**src/rtl/direction_queue.sv**
```systemverilog
// direction_queue: holds edge-filtered direction requests in a small FIFO and
// applies the head request to the player heading on game steps. A step applies
// the head only when the maze allows it. A head that keeps failing is dropped
// after TIMEOUT failed steps.
module direction_queue #(
    parameter int DEPTH   = 2,   // queue entries, 1..4
    parameter int TIMEOUT = 8    // failed steps a head survives, 1..255
) (
    input  logic       CLOCK_50,
    input  logic       reset,
    input  logic       up,
    input  logic       down,
    input  logic       left,
    input  logic       right,
    input  logic       step,
    input  logic       turn_ok,
    output logic [1:0] dir,
    output logic       moving,
    output logic [1:0] pending,
    output logic       pending_valid,
    output logic [2:0] count,
    output logic       dropped,
    output logic       expired
);

    localparam logic [2:0] DEPTH_C  = 3'(DEPTH);
    localparam logic [1:0] PTR_LAST = 2'(DEPTH - 1);
    localparam logic [7:0] AGE_LAST = 8'(TIMEOUT - 1);

    // Pointers wrap at DEPTH rather than at a power of two.
    function automatic logic [1:0] ptr_inc(input logic [1:0] p);
        return (p == PTR_LAST) ? 2'd0 : p + 2'd1;
    endfunction

    // Storage is sized for the largest legal DEPTH. Only the first DEPTH
    // entries are ever addressed.
    logic [1:0] mem_q [0:3];
    logic [1:0] rd_q, rd_d;
    logic [1:0] wr_q, wr_d;
    logic [2:0] count_q, count_d;
    logic [7:0] age_q, age_d;
    logic [1:0] dir_q, dir_d;
    logic       moving_q, moving_d;
    logic [1:0] pending_q, pending_d;
    logic       pv_q, pv_d;
    logic       dropped_q, dropped_d;
    logic       expired_q, expired_d;

    logic       req_vld;
    logic [1:0] req_dir;
    logic [1:0] tail_ptr;
    logic [1:0] head_d;
    logic       nonempty, full, dup, eval, take, tmo, pop, push;

    // Request encode, duplicate check, push/pop arbitration and next state
    always_comb begin
        req_vld = up | down | left | right;
        if (up)        req_dir = 2'b00;
        else if (down) req_dir = 2'b01;
        else if (left) req_dir = 2'b10;
        else           req_dir = 2'b11;

        tail_ptr = (wr_q == 2'd0) ? PTR_LAST : wr_q - 2'd1;
        nonempty = (count_q != 3'd0);
        full     = (count_q == DEPTH_C);

        // The duplicate check always uses the pre-pop tail. When the queue is
        // empty, it compares against the heading the player already has.
        if (nonempty) dup = (req_dir == mem_q[tail_ptr]);
        else          dup = moving_q && (req_dir == dir_q);

        // The step looks only at the head as it was before this edge.
        eval = step && nonempty;
        take = eval && turn_ok;
        tmo  = eval && !turn_ok && (age_q == AGE_LAST);
        pop  = take || tmo;

        // A pop in the same cycle frees the slot that a full queue needs.
        push      = req_vld && !dup && (!full || pop);
        dropped_d = req_vld && !dup && full && !pop;
        expired_d = tmo;

        rd_d = pop  ? ptr_inc(rd_q) : rd_q;
        wr_d = push ? ptr_inc(wr_q) : wr_q;

        count_d = count_q;
        if (push && !pop)      count_d = count_q + 3'd1;
        else if (pop && !push) count_d = count_q - 3'd1;

        age_d = age_q;
        if (pop)       age_d = 8'd0;
        else if (eval) age_d = age_q + 8'd1;

        dir_d    = take ? mem_q[rd_q] : dir_q;
        moving_d = moving_q | take;

        // Next head: a push lands at the head slot when the queue was empty.
        // With DEPTH=1 it also lands there when a full queue pops.
        head_d    = (push && (wr_q == rd_d)) ? req_dir : mem_q[rd_d];
        pv_d      = (count_d != 3'd0);
        pending_d = pv_d ? head_d : 2'b00;
    end

    // State and registered outputs; reset clears everything asynchronously
    always_ff @(posedge CLOCK_50 or posedge reset) begin
        if (reset) begin
            for (int i = 0; i < 4; i++) mem_q[i] <= 2'b00;
            rd_q      <= 2'd0;
            wr_q      <= 2'd0;
            count_q   <= 3'd0;
            age_q     <= 8'd0;
            dir_q     <= 2'b00;
            moving_q  <= 1'b0;
            pending_q <= 2'b00;
            pv_q      <= 1'b0;
            dropped_q <= 1'b0;
            expired_q <= 1'b0;
        end else begin
            if (push) mem_q[wr_q] <= req_dir;
            rd_q      <= rd_d;
            wr_q      <= wr_d;
            count_q   <= count_d;
            age_q     <= age_d;
            dir_q     <= dir_d;
            moving_q  <= moving_d;
            pending_q <= pending_d;
            pv_q      <= pv_d;
            dropped_q <= dropped_d;
            expired_q <= expired_d;
        end
    end

    assign dir           = dir_q;
    assign moving        = moving_q;
    assign pending       = pending_q;
    assign pending_valid = pv_q;
    assign count         = count_q;
    assign dropped       = dropped_q;
    assign expired       = expired_q;

endmodule

```
**config.mk**
```make
export PLATFORM = sky130hd
export DESIGN_NAME = direction_queue
export DESIGN_NICKNAME = d
export VERILOG_FILES = /design/src/rtl/direction_queue.sv
export SDC_FILE = /design/constraint.sdc
export NUM_CORES = 1
export LEC_CHECK = 0
export CAP_MARGIN = 20
export CORE_MARGIN = 1
export CORE_UTILIZATION = 56
export CTS_CLUSTER_DIAMETER = 40
export DETAILED_ROUTE_END_ITERATION = 8
export PLACE_DENSITY = 0.79
export SETUP_SLACK_MARGIN = 0.2
export SKIP_LAST_GASP = 1
export SYNTH_ARGS = -nofsm -noshare
export SYNTH_HDL_FRONTEND = slang
export SYNTH_SLANG_ARGS = --single-unit
```
**constraint.sdc**
```tcl
create_clock -name CLOCK_50 -period 3 [get_ports CLOCK_50]
set_clock_uncertainty 0.1 [all_clocks]
set_input_delay 0.75 -clock CLOCK_50 [delete_from_list [all_inputs] [get_ports CLOCK_50]]
set_output_delay 0.75 -clock CLOCK_50 [all_outputs]
set_load 0.01 [all_outputs]
```
==> results.yml, run 1 <==
setup_path:
  cp-end-kind: "flop"
  cp_data_arrival_time_ps: 2720
  crit_path_cell_trace: "inv_1 -> ha_1 -> nand2b_2 -> or3b_1 -> mux2i_2 -> a21oi_2 -> buf_4 -> nand3b_1 -> a311oi_2 -> a21oi_1"
  required_ps: 3110
  crit_path_top_delay_cell: "dfrtp_1"
  path_class: "flop to flop"
  critPathBufInv: 2
  path_delay_family: "simple AND/OR/NAND/NOR gates"
  worstPathMaxFanout: 6
  slowest_delay_ps: 450
  critPathLaunchType: "flop"
yosys:
  syn_area_per_cell_um2: 9.65
  syn_inst: 188
  synth-compound-area-share_pct: 14.2
  synth-async-reset-ratio_pct: 100
  synth.net_count: 201
  synthesis.area_um2: 1810
  synth_top_family_by_area: "simple AND/OR/NAND/NOR gates"
  synth-simple-area-share_pct: 20.5
  yosys_warnings: 0
  synth_fa_ha_area_share_pct: 3.45
  netlist_top_cells_area: "dfrtp_1, mux2i_1, mux2_1, nor2_1, o21ai_0"
  yosysSeqAreaShare_pct: 42.8
  post-synth-top-area-cell: "dfrtp_1"
  synthXorXnorAreaFrac_pct: 3.86
  synth_ff_type: "dfrtp_1"
  synth.most_common_cell: "dfrtp_1"
  synth_edf_count: 0
  ys_types: 45
  synth_common_cells: "dfrtp_1, nor2_1, nand2_1"
  synth_seq_cells: 31
  synth_top_area_share_pct: 42.8
  synth_mux_area_share_pct: 11.7
timing:
  slew_headroom_pct: 69.7
  finalCriticalPeriod_ps: 2610
  slew_viol_final: 0
  fin_crit_sh_pct: 87.0
  rsz0062_at_grt: "no"
  fin_tns_setup_ps: 0
  worst_slew_pin_slew_ps: 451
  clock.fmax_ghz: 0.383
  worst_slack_ps: 391
  hold_viol: 0
  finalSetupViolCount: 0
clock_network:
  clockBufferDepth: 2
  ctsRootBufferMaster: "clkbuf_4"
  insertion_delay_ps: 340
  clk_pin_slew_ps: 100
  htree_num_levels: 2
  cts_tree: "done"
  cts_made_buffers: 5
  clock_sinks: 31
  cts_setup_buffers: 0
power:
  comb_power_share_pct: 54.6
  seq_power_share_pct: 33.2
  max-vdd-ir-drop_mv: 0.601
  p_per_area_nw_per_um2: 915
  power_switching_mw: 0.824
  netSwitchingFraction_pct: 40.7
  p_int_mw: 1.20
  p_total_mw: 2.02
  clockPowerShare_pct: 12.2
  p_leak_nw: 1.02
floorplan:
  core_um2: 3050
  pin_count: 19
  row_count: 20
  die_y_um: 58.9
  die_area_um2: 3470
  start_util_pct: 59.4
  die_w_um: 58.9
routing:
  via_per_inst: 5.71
  postRouteAntennaNets: 0
  drt_iter0_drc: 131
  routed_wl_mm: 3.99
  drtPass1Iterations: 4
  vias: 1513
  drc: 0
  wl_per_cell_um: 15.1
final_layout:
  nets: 234
  layout-drive-gt1-share_pct: 15.8
  area_growth_pct: 21.9
  diodes: 0
placed_design:
  place_congestion: 0.871
  portBuffers: 18
  dpl.hpwl_mm: 2.97
  pre_cts_ws_ps: -108
global_routing:
  grt_pass1_vias: 1474
  grt_use_total_pct: 26.3
  antenna_found_initial: 0
  grt_pass1_wl_mm: 6.63
  grt_overflow_total: 0
  grt_max_degree: 32
run_status:
  status: "completed"
worst_hold_path:
  worst_hold_path_type: "flop to flop"
flow_run:
  maxCapViolations: 0
worst reg2reg max path: stages (launching register included):
cell and delay [ps]:
dfrtp_1 450, inv_1 120, ha_1 200, nand2b_2 110, or3b_1 370, mux2i_2 200, a21oi_2 80, buf_4 160
nand3b_1 170, a311oi_2 390, a21oi_1 130
per-stage QoR:
stage | cell area, µm² | util [%] | hold WS, ps | cells
after floorplan | 1810 | - | 359 | 188
after global placement | 2110 | 69.2 | 379 | 257
after detailed placement | 2110 | 69.2 | 391 | 257
after CTS | 2170 | 71.1 | 410 | 264
after global routing | 2210 | 72.4 | 429 | 265
final | 2210 | 72.4 | 409 | 265
cells by family (layout without fill, tap and decap cells):
group / after synthesis / in the layout
and+or+nand+nor: 72 / 72
muxes: 20 / 20
DFF: 31 / 31
buffers and inverters: 13 / 46
AOI/OAI and AO/OA: 39 / 39
xor gates and xnor gates: 8 / 8
adders and majority gates: 5 / 5
power by group through the flow:
stage / sequential [mW] / combinational, mW / clock, mW
after global placement: 0.667 / 1.02 / 0
after floorplan: 0.641 / 0.743 / 0
after CTS: 0.666 / 1.06 / 0.253
final: 0.672 / 1.10 / 0.247
after global routing: 0.688 / 1.20 / 0.265
after detailed placement: 0.673 / 1.05 / 0
placed cells by master, fill, tap and decap left out, types with 6 or more instances in the layout:
| cell type | n |
|---|---|
| mux2_1 | 8 |
| nand3_1 | 9 |
| nor2_1 | 19 |
| dfrtp_1 | 30 |
| inv_1 | 6 |
| mux2i_1 | 9 |
| o21ai_0 | 13 |
| clkdlybuf4s50_1 | 15 |
| buf_4 | 14 |
| a21oi_1 | 9 |
| nor3_1 | 6 |
| nand2_1 | 16 |
state kept, by name (all words and copies together), names as in the netlist:
signal         cells
rd_q               2
moving             1
wr_q               2
dropped            1
expired            1
pending_valid      1
count              3
mem_q              8
age_q              8
dir                2
pending            2
cell type report:
| class | count | area [µm²] |
|---|---|---|
| well taps | 44 | 55.1 |
| flip-flops and latches | 31 | 777 |
| clock inverters | 1 | 5.00 |
| clock buffers | 6 | 51.3 |
| multi-input cells | 144 | 1000 |
| fillers | 235 | 842 |
| repair buffers | 33 | 298 |
| inverters | 6 | 22.5 |
path summary, 6_finish.rpt:
path                          start         end  slack (ps)  cells past startpoint
min reg2reg                mem_q[1]    mem_q[1]         410                      1
max reg2reg                count[1]  pending[0]         390                     10
min                        mem_q[1]    mem_q[1]         410                      1
min in group asynchronous     reset     rd_q[0]         690                      3
max                        count[1]  pending[0]         390                     10
max in group asynchronous     reset    count[0]        1820                      3
repair_timing:
action                                  CTS  global route
resized for setup                         0            11
hold buffers                              0             0
endpoints found under the setup margin    0            12
endpoints found under the hold margin     0             0
routing by layer:
| metal | GRT usage (%) | vias up | routed length, µm |
|---|---|---|---|
| li1 | - | 735 | - |
| met1 | 31.7 | 726 | 1730 |
| met2 | 44.2 | 46 | 2040 |
| met3 | 6.37 | 6 | 167 |
| met4 | 12.6 | 0 | 61 |
| met5 | 0 | - | 0 |
(Power assumes the default switching activity.)
==> inputs of run 2 (changes only) <==
--- a/config.mk
+++ b/config.mk
@@ -10,6 +10,7 @@
 export CORE_UTILIZATION = 56
 export CTS_CLUSTER_DIAMETER = 40
 export DETAILED_ROUTE_END_ITERATION = 8
+export GPL_TIMING_DRIVEN = 0
 export PLACE_DENSITY = 0.79
 export SETUP_SLACK_MARGIN = 0.2
 export SKIP_LAST_GASP = 1
==> constraint.sdc (replaced) <==
create_clock -name CLOCK_50 -period 2.48 [get_ports CLOCK_50]
set_clock_uncertainty 0.1 [all_clocks]
set_input_delay 0.62 -clock CLOCK_50 [delete_from_list [all_inputs] [get_ports CLOCK_50]]
set_output_delay 0.62 -clock CLOCK_50 [all_outputs]
set_load 0.01 [all_outputs]
==> run 2 against run 1 <==
  * Sequential cell count stayed put
  * Register-to-register slack worse by 320 ps
  * Die area stayed put
  * First-iteration DRC count is 27% lower
  * Hold slack better by 10 ps
  * Largest power group unchanged
  * Highest routed layer unchanged
==> results.yml, run 2 (synthesis gave the netlist of run 1 again) <==
setup_path:
  cp_data_arrival_time_ps: 2550
  rr_worst_depth: 10
  reg2reg_from: "count[1]"
  rrSetupSlack_ps: 70
  critPathLaunch: "count[1]"
  required_ps: 2620
  slowest_delay_ps: 390
  worstPathMaxFanout: 5
  critPathLaunchType: "flop"
  crit_path_top_delay_cell: "or3b_4"
  cp-end-kind: "flop"
  crit_path_cell_trace: "inv_2 -> ha_4 -> nand2b_4 -> or3b_4 -> mux2i_4 -> a21oi_4 -> buf_6 -> mux2i_2 -> a22o_1 -> a221oi_2"
  rr_endpoint: "pending[1]"
  path_class: "flop to flop"
  crit_path_end: "pending[1]"
global_routing:
  grt_overflow_total: 0
  grt_pass1_wl_mm: 7.50
  grt_use_total_pct: 29.7
  grt_max_degree: 17
  antenna_found_initial: 0
  grt_pass1_vias: 1589
final_layout:
  layout-drive-gt1-share_pct: 32.9
  post-route-cell-area_um2: 2510
  fin_cells: 275
  area_growth_pct: 38.4
  diodes: 0
  n_fill_cell: 186
  mostFrequentLayoutCells: "dfrtp_1, nor2_1, nand2_1, buf_4, clkdlybuf4s50_1"
  mostFrequentLayoutCell: "dfrtp_1"
  nets: 243
clock_network:
  clock_sinks: 31
  insertion_delay_ps: 330
  cts_tree: "done"
  cts_made_buffers: 5
  htree_num_levels: 2
  postCtsHoldBufs: 0
  clockBufferDepth: 2
  ctsRootBufferMaster: "clkbuf_4"
  clk_pin_slew_ps: 90
placed_design:
  place_congestion: 0.859
  dpl.hpwl_mm: 2.87
  dpl-instance-area_um2: 2150
  pre_cts_ws_ps: -592
  portBuffers: 18
  placed_cells: 251
power:
  p_leak_nw: 1.10
  p_per_area_nw_per_um2: 1180
  max-vdd-ir-drop_mv: 0.721
  p_total_mw: 2.95
flow_run:
  maxCapViolations: 0
floorplan:
  start_util_pct: 59.4
  die_w_um: 58.9
  row_count: 20
  die_area_um2: 3470
  pin_count: 19
  core_um2: 3050
  die_y_um: 58.9
routing:
  drc: 0
  wl_per_cell_um: 17.4
  routed_wl_mm: 4.78
  postRouteAntennaNets: 0
  drt_iter0_drc: 96
  via_per_inst: 5.88
  vias: 1618
  drtPass1Iterations: 4
timing:
  finalSetupViolCount: 0
  slew_viol_final: 0
  worst_slack_ps: 70.8
  clock.fmax_ghz: 0.415
  worst_slew_pin_slew_ps: 679
  rsz0062_at_grt: "yes"
  holdWs_ps: 419
  slew_headroom_pct: 54.7
  fin_crit_sh_pct: 97.1
  finalCriticalPeriod_ps: 2410
  hold_viol: 0
run_status:
  status: "completed"
worst_hold_path:
  worst_hold_path_type: "flop to flop"
run 2: cell count changes in the layout (fill, tap and decap cells not counted), moves of 3 or more:
cell	change
mux2_1	-8
mux2_4	+8
buf_2	+4
buf_6	+4
clkbuf_1	+3
dlymetal6s2s_1	-3
nand3_1	-3
nor3_1	-3
run 2: final cells by class:
cell class                      instances  area, µm²  area share (%)
Multi-Input combinational cell        144       1220            48.5
Sequential cell                        31        779            31.0
Timing Repair Buffer                   35        315            12.6
Clock buffer                            8       68.8            2.74
Tap cell                               44       55.1            2.19
Buffer                                  7       51.3            2.04
Inverter                                6       22.5           0.897
run 2: worst min path at each step:
| stage | cells past startpoint | endpoint | from |
|---|---|---|---|
| floorplan | 1 | mem_q[0] | mem_q[0] |
| global placement | 1 | mem_q[0] | mem_q[0] |
| CTS | 1 | moving | moving |
| global route | 1 | moving | moving |
| detailed placement | 1 | moving | moving |
| finish | 1 | moving | moving |
run 2: repair_timing:
item | 4_1_cts | 5_1_grt
buffers inserted | 11 | 4
gates resized for setup | 39 | 15
cloned | 1 | 0
setup endpoints to repair | 15 | 14
pin swaps | 6 | 7
run 2: per-stage QoR:
stage	setup TNS [ps]	utilization, %
2_1_floorplan	0	-
3_3_place_gp	-6410	69.5
3_5_place_dp	-7230	70.4
4_1_cts	0	79.0
5_1_grt	0	82.3
6_report	0	82.3
run 2: layer usage:
metal | GRT usage, % | vias to the layer above | wire length (µm)
li1 | - | 756 | -
met1 | 35.3 | 777 | 1960
met2 | 50.8 | 65 | 2370
met3 | 7.25 | 20 | 283
met4 | 13.3 | 0 | 160
met5 | 0 | - | 0
run 2: critical path, delay by kind of cell, from the launching register on:
family	cells	cell delay, ps
buffers and inverters	2	210
muxes	2	360
DFF	1	380
adders and majority gates	1	160
and+or+nand+nor	2	470
AOI/OAI and AO/OA	3	640
run 2: power by group:
group          switching, mW  internal (mW)  leakage [nW]
combinational          0.951          0.907         0.664
clock                  0.169          0.167        0.0386
sequential             0.112          0.647         0.398
==> inputs of run 3 (changes only) <==
--- a/config.mk
+++ b/config.mk
@@ -11,9 +11,11 @@
 export CTS_CLUSTER_DIAMETER = 40
 export DETAILED_ROUTE_END_ITERATION = 8
 export GPL_TIMING_DRIVEN = 0
+export MAX_ROUTING_LAYER = met4
 export PLACE_DENSITY = 0.79
 export SETUP_SLACK_MARGIN = 0.2
 export SKIP_LAST_GASP = 1
+export SLEW_MARGIN = 15
 export SYNTH_ARGS = -nofsm -noshare
 export SYNTH_HDL_FRONTEND = slang
 export SYNTH_SLANG_ARGS = --single-unit
==> run 3 against run 2 <==
  * Sequential share of layout area stayed put
  * Hold slack better by 0.65 ps
  * Critical path depth stayed put
  * Register-to-register slack hardly changed
  * Design area stayed put
  * Maximum frequency is 0.43% lower
  * Wire length hardly changed
  * Non-clock buffer count stayed put
  * Utilization stayed put
  * Cell count stayed put
  * Largest cell class unchanged
==> results.yml, run 3 (synthesis gave the netlist of run 1 again) <==
setup_path:
  critPathBufInv: 2
  crit_path_top_delay_cell: "dfrtp_2"
  slowest_delay_ps: 390
  required_ps: 2630
  worstPathMaxFanout: 5
  path_delay_family: "compound AO/OA/AOI/OAI gates"
  critPathLaunchType: "flop"
  cp_data_arrival_time_ps: 2570
  crit_path_cell_trace: "inv_2 -> ha_4 -> nand2b_4 -> or3b_4 -> mux2i_4 -> a21oi_4 -> buf_6 -> mux2i_2 -> a22o_1 -> a221oi_2"
  cp-end-kind: "flop"
  path_class: "flop to flop"
clock_network:
  clockBufferDepth: 2
  cts_tree: "done"
  htree_num_levels: 2
  ctsRootBufferMaster: "clkbuf_4"
  cts_made_buffers: 5
  insertion_delay_ps: 340
  clock_sinks: 31
  clk_pin_slew_ps: 90
timing:
  slew_viol_final: 0
  worst_slew_pin_slew_ps: 682
  clock.fmax_ghz: 0.413
  hold_viol: 0
  slew_headroom_pct: 54.5
  finalCriticalPeriod_ps: 2420
  rsz0062_at_grt: "yes"
  fin_crit_sh_pct: 97.6
  finalSetupViolCount: 0
global_routing:
  grt_use_total_pct: 30.8
  grt_max_degree: 17
  grt_overflow_total: 0
  antenna_found_initial: 0
  grt_pass1_vias: 1581
  grt_pass1_wl_mm: 7.52
power:
  p_per_area_nw_per_um2: 1180
  netSwitchingFraction_pct: 41.7
  max-vdd-ir-drop_mv: 0.720
  p_leak_nw: 1.10
  power_switching_mw: 1.23
  clockPowerShare_pct: 11.5
  p_int_mw: 1.72
  comb_power_share_pct: 62.8
  seq_power_share_pct: 25.7
final_layout:
  area_growth_pct: 38.4
  fin_cells: 275
  post-route-util_pct: 82.3
  diodes: 0
  n_fill_cell: 186
  mostFrequentLayoutCell: "dfrtp_1"
  mostFrequentLayoutCells: "dfrtp_1, nor2_1, nand2_1, buf_4, clkdlybuf4s50_1"
  nets: 243
  layout-drive-gt1-share_pct: 32.9
placed_design:
  dpl.hpwl_mm: 2.87
  place_congestion: 0.873
  placed_cells: 251
  portBuffers: 18
floorplan:
  die_y_um: 58.9
  row_count: 20
  core_um2: 3050
  pin_count: 19
  start_util_pct: 59.4
  die_area_um2: 3470
  die_w_um: 58.9
routing:
  wl_per_cell_um: 17.4
  postRouteAntennaNets: 0
  drtPass1Iterations: 4
  routed_wl_mm: 4.78
  vias: 1627
  drt_iter0_drc: 142
  via_per_inst: 5.92
  drc: 0
flow_run:
  maxCapViolations: 0
worst_hold_path:
  worst_hold_path_type: "flop to flop"
run_status:
  status: "completed"
## run 3: path summary, 6_finish.rpt
check	end	slack [ps]	cells after the start	from
max	pending[1]	60	10	count[1]
min	moving	420	1	moving
min reg2reg	moving	420	1	moving
max in group asynchronous	count[0]	1180	3	reset
min in group asynchronous	age_q[0]	580	2	reset
max reg2reg	pending[1]	60	10	count[1]
## run 3: metrics by stage
step | total power [mW] | hold WS, ps | instance area, µm² | setup TNS (ps) | worst slack, ps
final | 2.95 | 419 | 2510 | 0 | 60.3
after global routing | 3.11 | 437 | 2510 | 0 | 27.8
after CTS | 2.74 | 413 | 2410 | 0 | 117
after detailed placement | 2.15 | 392 | 2150 | -7230 | -592
after global placement | 2.10 | 380 | 2120 | -6410 | -530
after floorplan | 1.79 | 359 | 1890 | 0 | 134
## run 3: final cells by class
| type | instances | area, µm² | share of cell area, % |
|---|---|---|---|
| multi-input combinational | 144 | 1220 | 48.5 |
| sequential | 31 | 779 | 31.0 |
| timing repair buffer | 35 | 315 | 12.6 |
| clock buffer | 8 | 68.8 | 2.74 |
| tap | 44 | 55.1 | 2.19 |
| buffer | 7 | 51.3 | 2.04 |
| inverter | 6 | 22.5 | 0.897 |
## run 3: per-layer routing
layer  track usage (%)  vias up  routed length (µm)
met5                 -        -                   0
met2              51.1       58                2430
met3              7.25       15                 250
met4              12.6        0                 124
li1                  -      757                   -
met1              35.7      797                1970
## run 3: timing repair
item	CTS	global route
endpoints found under the setup margin	15	14
gates cloned	1	0
resized for setup	39	15
pin swaps	6	7
setup buffers	11	4
hold buffers	0	0
endpoints found under the hold margin	0	0
## run 3: power groups by stage
stage,registers [mW],logic [mW],clock network (mW)
after floorplan,0.792,0.997,0
after global placement,0.776,1.32,0
after detailed placement,0.786,1.37,0
after CTS,0.743,1.66,0.339
after global routing,0.773,1.98,0.357
final,0.759,1.86,0.338
## run 3: worst reg2reg max path, cell delays in order, from the launching register on
cell	delay, ps
dfrtp_2	390
inv_2	60
ha_4	160
nand2b_4	80
or3b_4	390
mux2i_4	210
a21oi_4	90
buf_6	140
mux2i_2	160
a22o_1	280
a221oi_2	270
